--- src/rtl/serial_arbiter_nm.sv ---
// N-master frame-atomic bus arbiter: fixed/round-robin selection,
// split tracking with resume priority and idle-hold timeout.
module serial_arbiter_nm #(
  parameter int unsigned NUM_MASTERS = 2,
  parameter bit          RR_MODE     = 1'b0,
  parameter int unsigned HOLD_MAX    = 16,
  localparam int unsigned IDW = $clog2(NUM_MASTERS)
) (
  input  logic                   clk_i,
  input  logic                   rst_ni,
  input  logic [NUM_MASTERS-1:0] req_i,
  input  logic                   frame_active_i,
  input  logic                   split_start_i,
  input  logic                   split_done_i,
  input  logic [IDW-1:0]         split_done_id_i,
  output logic [NUM_MASTERS-1:0] gnt_o,
  output logic [IDW-1:0]         msel_o,
  output logic                   busy_o,
  output logic [NUM_MASTERS-1:0] split_pending_o,
  output logic                   timeout_o
);

  localparam int unsigned HCW =
    (HOLD_MAX > 2) ? $clog2(HOLD_MAX) : 1;
  localparam logic [HCW-1:0] HLIM =
    HCW'((HOLD_MAX == 0) ? 0 : HOLD_MAX - 1);
  localparam logic [IDW-1:0] LAST =
    IDW'(NUM_MASTERS - 1);
  localparam logic [IDW:0] NM =
    (IDW+1)'(NUM_MASTERS);

  typedef enum logic {
    S_IDLE,
    S_GRANT
  } state_e;

  state_e                 r_state, w_state_d;
  logic [IDW-1:0]         r_owner, w_owner_d;
  logic [IDW-1:0]         r_rr, w_rr_d;
  logic [HCW-1:0]         r_hold, w_hold_d;
  logic [NUM_MASTERS-1:0] r_split, w_split_d;
  logic [NUM_MASTERS-1:0] r_resume, w_resume_d;
  logic                   r_timeout, w_timeout_d;

  logic [NUM_MASTERS-1:0] w_elig;
  logic [NUM_MASTERS-1:0] w_hit;
  logic [IDW-1:0]         w_win;
  logic [IDW-1:0]         w_idx;
  logic                   w_win_vld;
  logic                   w_done_ok;

  always_ff @(posedge clk_i or negedge rst_ni) begin
    if (!rst_ni) begin
      r_state   <= S_IDLE;
      r_owner   <= '0;
      r_rr      <= '0;
      r_hold    <= '0;
      r_split   <= '0;
      r_resume  <= '0;
      r_timeout <= 1'b0;
    end else begin
      r_state   <= w_state_d;
      r_owner   <= w_owner_d;
      r_rr      <= w_rr_d;
      r_hold    <= w_hold_d;
      r_split   <= w_split_d;
      r_resume  <= w_resume_d;
      r_timeout <= w_timeout_d;
    end
  end

  // Downward scans leave the lowest (or first-after-pointer) hit in w_win.
  always_comb begin
    w_elig    = req_i & ~r_split;
    w_hit     = w_elig & r_resume;
    w_win_vld = |w_elig;
    w_win     = '0;
    w_idx     = '0;
    if (|w_hit) begin
      for (int i = NUM_MASTERS-1; i >= 0; i--) begin
        if (w_hit[i]) w_win = IDW'(i);
      end
    end else if (!RR_MODE) begin
      for (int i = NUM_MASTERS-1; i >= 0; i--) begin
        if (w_elig[i]) w_win = IDW'(i);
      end
    end else begin
      for (int i = NUM_MASTERS-1; i >= 0; i--) begin
        w_idx = IDW'((int'(r_rr) + i) % int'(NUM_MASTERS));
        if (w_elig[w_idx]) w_win = w_idx;
      end
    end
  end

  always_comb begin
    w_state_d   = r_state;
    w_owner_d   = r_owner;
    w_rr_d      = r_rr;
    w_hold_d    = r_hold;
    w_split_d   = r_split;
    w_resume_d  = r_resume;
    w_timeout_d = 1'b0;
    w_done_ok   = split_done_i
               && ({1'b0, split_done_id_i} < NM)
               && r_split[split_done_id_i];
    unique case (r_state)
      S_IDLE: begin
        if (w_win_vld) begin
          w_state_d         = S_GRANT;
          w_owner_d         = w_win;
          w_resume_d[w_win] = 1'b0;
          w_hold_d          = '0;
          if (RR_MODE) begin
            w_rr_d = (w_win == LAST) ? '0 : w_win + 1'b1;
          end
        end
      end
      S_GRANT: begin
        if (frame_active_i) begin
          w_hold_d = '0;
        end else if (r_hold != '1) begin
          w_hold_d = r_hold + 1'b1;
        end
        if (split_start_i) begin
          w_split_d[r_owner] = 1'b1;
          w_state_d          = S_IDLE;
        end else if (!frame_active_i && !req_i[r_owner]) begin
          w_state_d = S_IDLE;
        end else if (HOLD_MAX != 0 && !frame_active_i
                     && r_hold == HLIM) begin
          w_state_d   = S_IDLE;
          w_timeout_d = 1'b1;
        end
      end
      default: w_state_d = S_IDLE;
    endcase
    if (w_done_ok) begin
      w_split_d[split_done_id_i]  = 1'b0;
      w_resume_d[split_done_id_i] = 1'b1;
    end
  end

  always_comb begin
    busy_o          = (r_state == S_GRANT);
    gnt_o           = '0;
    msel_o          = '0;
    if (busy_o) begin
      gnt_o  = NUM_MASTERS'(1) << r_owner;
      msel_o = r_owner;
    end
    split_pending_o = r_split;
    timeout_o       = r_timeout;
  end

endmodule

--- config.mk ---
export PLATFORM = sky130hd
export DESIGN_NAME = serial_arbiter_nm
export DESIGN_NICKNAME = d
export VERILOG_FILES = /design/src/rtl/serial_arbiter_nm.sv
export SDC_FILE = /design/constraint.sdc
export NUM_CORES = 1
export LEC_CHECK = 0
export ABC_AREA = 0
export CAP_MARGIN = 20
export CORE_ASPECT_RATIO = 1.75
export CORE_UTILIZATION = 25
export CTS_CLUSTER_DIAMETER = 50
export DETAILED_ROUTE_END_ITERATION = 6
export GPL_TIMING_DRIVEN = 0
export PLACE_DENSITY_LB_ADDON = 0.15
export SLEW_MARGIN = 20
export SYNTH_ARGS = -nofsm -noshare
export SYNTH_HDL_FRONTEND = slang
export SYNTH_SLANG_ARGS = --single-unit
--- constraint.sdc ---
create_clock -name clk_i -period 2.4 [get_ports clk_i]
set_clock_uncertainty 0.2 [all_clocks]
set_input_delay 0.36 -clock clk_i [delete_from_list [all_inputs] [get_ports clk_i]]
set_output_delay 0.36 -clock clk_i [all_outputs]
set_load 0.01 [all_outputs]
Yosys cells after proc, flatten, opt, wreduce, memory -nomap -nowiden --
Cells that the tools add are included.
Word-level totals: logic and storage cells 76, output and inout port bits 7, input port bits 8, flip-flop bits (word level) 11
Operators by class: add/sub/neg operators 1, eq/ne operators 4, magnitude comparators 6, reductions and logical operators 12, multiplexer cells 36, shift-type cells 1, bitwise operators 10
Operators by type and width (number):
- $mux 1 | 21
- $mux 2 | 7
- $mux 4 | 3
- $and 2x2->2 | 4
- $pmux 4 s2 | 1
- $logic_and 1x1->1 | 6
- $lt 1x2->1 const B | 3
- $not 2->2 | 3
- $add 4x1->4 const B | 1
- $eq 4x4->1 const B | 1
- $ne 4x4->1 const B | 1
- $or 2x2->2 | 2
- $reduce_and 2->1 | 2
- $reduce_or 2->1 | 2
- $demux 1 s1 | 3
- $ge 1x1->1 const B | 3
- $ne 3x2->1 const B | 1
- $logic_not 1->1 | 2
- $ne 2x2->1 const B | 1
- $pmux 1 s2 | 1
- $shl 1x1->2 const A | 1
- $not 1->1 | 1

Depth between registers and ports, before layout --
word-level depth 16, depth in mapped cells 4, mapped depth without buffers 4

Least setup slack after synthesis --
No wires, ideal clock.
path type flip-flop to output port, start point register r_state, in the netlist busy_o, end point output port gnt_o[1], setup slack 0.890 ns, cell stages (with the launch flop) 4, path buffers 2, arrival time 0.950 ns, cells stage by stage dfrtp_1 > buf_2 > and2_1 > buf_4
On the way: word-level cells in the longest chain between the ends 1
Ends and longest elaborated chain:
- start, declared | RTL line 37 | state_e r_state, w_state_d;
- start signal, assigned | RTL line 62 | r_state <= w_state_d;
- $mux 2 | RTL line 147 | if (busy_o) begin
- end, declared | RTL line 16 | output logic [NUM_MASTERS-1:0] gnt_o,
Every way passes these cells.

Final worst setup path --
Same ends and word-level chain as after synthesis.

==> flow_metrics.py <==
metrics = {
    "status": {
        "outcome": "complete, no violations",
    },
    "place": {
        "gp_congestion": 0.6642,
        "port_buffers": 14,
        "post-place-cells": 100,
        "dpl_cell_area_um2": 784.5,
        "dpl.hpwl_um": 1078,
    },
    "sta": {
        "fin_crit_ns": 2.234,
        "fin_setup_tns_ns": 0,
        "hold_violations": 0,
        "rsz0062_at_grt": "no",
        "finalSetupViolations": 0,
        "relSlewSlack_pct": 66.70,
        "drv_slew": 0,
        "worstMarginPinSlew_ns": 0.4980,
        "fin_crit_sh_pct": 93.08,
        "fmax_mhz": 447.6,
    },
    "critical_path": {
        "cp-end-kind": "output port",
        "cp_max_fo": 10,
        "crit_required_ns": 1.84,
        "crit_type": "reg2out",
        "start_kind": "register",
        "cp.arrival_ns": 1.67,
    },
    "layout": {
        "area_growth_pct": 35.31,
        "final_common_cell": "clkdlybuf4s50_1",
        "antennaDiodeCount": 0,
        "design_area_um2": 829.5,
        "layout-drive-gt1-share_pct": 15.19,
        "layout_common_cells": "14 x clkdlybuf4s50_1, 11 x dfrtp_1, 8 x inv_1",
        "fin_nets": 89,
        "fillCellCount": 246,
        "layout.cells.non_filler": 104,
    },
    "cts": {
        "cts_sinks": 11,
        "cts_tree": "yes",
        "clk_pin_slew_ns": 0.05,
        "clkLatencyLatePin_ns": 0.23,
        "htree_levels": 1,
        "cts_buffers": 3,
        "cts_max_path_buffers": 2,
        "cts_root_buf": "clkbuf_8",
        "cts_setup_buffers": 0,
        "cts_hold_buf": 0,
        "postCtsResizedCells": 0,
    },
    "global_route": {
        "grt_pass1_vias": 509,
        "grt_max_degree": 12,
        "grtUsageTotal_pct": 12.68,
        "grt_pass1_wl_um": 2270,
        "overflow": 0,
        "antenna_found_initial": 0,
    },
    "routing": {
        "remaining_drc_errors": 0,
        "drt_first_pass_iters": 4,
        "ant_nets": 0,
        "vias": 510,
        "dr.first_iter.drc_count": 10,
        "routed_wl_um": 1324,
        "routedWlPerCell_um": 12.73,
        "vias_per_cell": 4.904,
    },
    "synth": {
        "synthesis.area_um2": 613.1,
        "synth-main-ff-cell": "dfrtp_1",
        "synthArstFlopShare_pct": 100.0,
        "ys_ff_latch": 11,
        "synth_fp_nets": 70,
        "synthCells": 61,
        "avgSynthCellArea_um2": 10.05,
        "yosys_warnings": 0,
        "ys_seq_area_share_pct": 44.90,
        "synth-edff-count": 0,
        "yosysUniqueCellTypes": 28,
    },
    "floorplanning": {
        "dieArea_um2": 2662,
        "die_height_um": 67.51,
        "initial_core_util_pct": 26.63,
        "pin_count": 15,
        "die_w_um": 39.44,
        "core-area_um2": 2302,
        "rows": 23,
    },
    "worst_hold_path": {
        "hold_class": "in2async",
    },
    "pwr": {
        "power.total_uw": 898.4,
        "ir_worst_vdd_mv": 0.3548,
        "cellPowerDensity_nw_per_um2": 1083,
        "p_leak_uw": 0.0003843,
    },
    "flow_run": {
        "maxCapViolCount": 0,
    },
}
final timing paths:
| kind | start | to | slack [ns] | depth (start not counted) |
|---|---|---|---|---|
| worst max register to register | r_hold[1] | r_hold[3] | 0.93 | 4 |
| worst min register to register | r_resume[1] | r_resume[1] | 0.33 | 2 |
| worst min-delay path | rst_ni | r_hold[3] | 0.26 | 1 |
| min in group clk_i | r_resume[1] | r_resume[1] | 0.33 | 2 |
| worst max-delay path | busy_o | gnt_o[1] | 0.17 | 4 |
| max in group asynchronous | rst_ni | r_hold[2] | 1.40 | 1 |
metal layers:
layer	up-vias	track usage (%)	part of all wire (%)
met2	13	21.72	54
met4	0	7.759	2.9
li1	248	-	-
met1	245	13.69	39
met5	-	0	0
met3	4	1.974	3.8
sequential cells by signal, indices dropped and copies added, names as in the netlist:
name,count
busy_o,1
r_hold,4
r_owner,1
r_resume,2
split_pending_o,2
timeout_o,1
kinds of logic after synthesis:
group	Yosys count	share of synthesized area, %
simple gates	22	22.86
mux	1	1.837
buf+inv	10	6.939
compound gates	15	20.00
flops	11	44.90
fa+ha+maj	1	2.040
xor+xnor	1	1.429
worst max-delay path, cell delays in order, from the launching register on:
cell and delay, ns:
dfrtp_1 0.41, buf_2 0.23, and2_1 0.17, buf_4 0.10, clkdlybuf4s50_1 0.52
stage by stage:
step                hold WS, ns  util [%]  setup slack (ns)
floorplan               -0.1356         -            0.8899
global placement         0.3363     34.08            0.4034
detailed placement       0.3274     34.08            0.3987
CTS                      0.2834     36.03            0.1405
global route             0.2944     36.03           0.07584
finish                   0.2635     36.03            0.1661
report_power, final:
part / leakage, uW / internal [uW] / switching, uW
registers: 0.000143 / 253 / 65.4
clock network: 0.0000228 / 116 / 64.5
logic: 0.000218 / 206 / 193
total: 0.000384 / 576 / 323
cells in the mapped netlist, types with 2 or more instances:
cell type / count / area (um2)
dfrtp_1: 11 / 275.3
inv_1: 8 / 30.03
nand2_1: 5 / 18.77
o21ai_0: 4 / 20.02
nand2b_1: 3 / 18.77
nor2b_1: 3 / 18.77
nand3_1: 2 / 10.01
nand4_1: 2 / 12.51
nor2_1: 2 / 7.510
o21bai_1: 2 / 15.01
o31ai_2: 2 / 25.02
layout make-up:
| type | instances | area [um2] | share of cell area, % |
|---|---|---|---|
| multi-input cells | 40 | 295.3 | 35.60 |
| flip-flops and latches | 11 | 275.3 | 33.18 |
| repair buffers | 14 | 140.1 | 16.89 |
| clock buffers | 4 | 45.04 | 5.430 |
| well taps | 25 | 31.28 | 3.771 |
| inverters | 8 | 30.03 | 3.620 |
| plain buffers | 2 | 12.51 | 1.508 |
(Power assumes the default switching activity.)
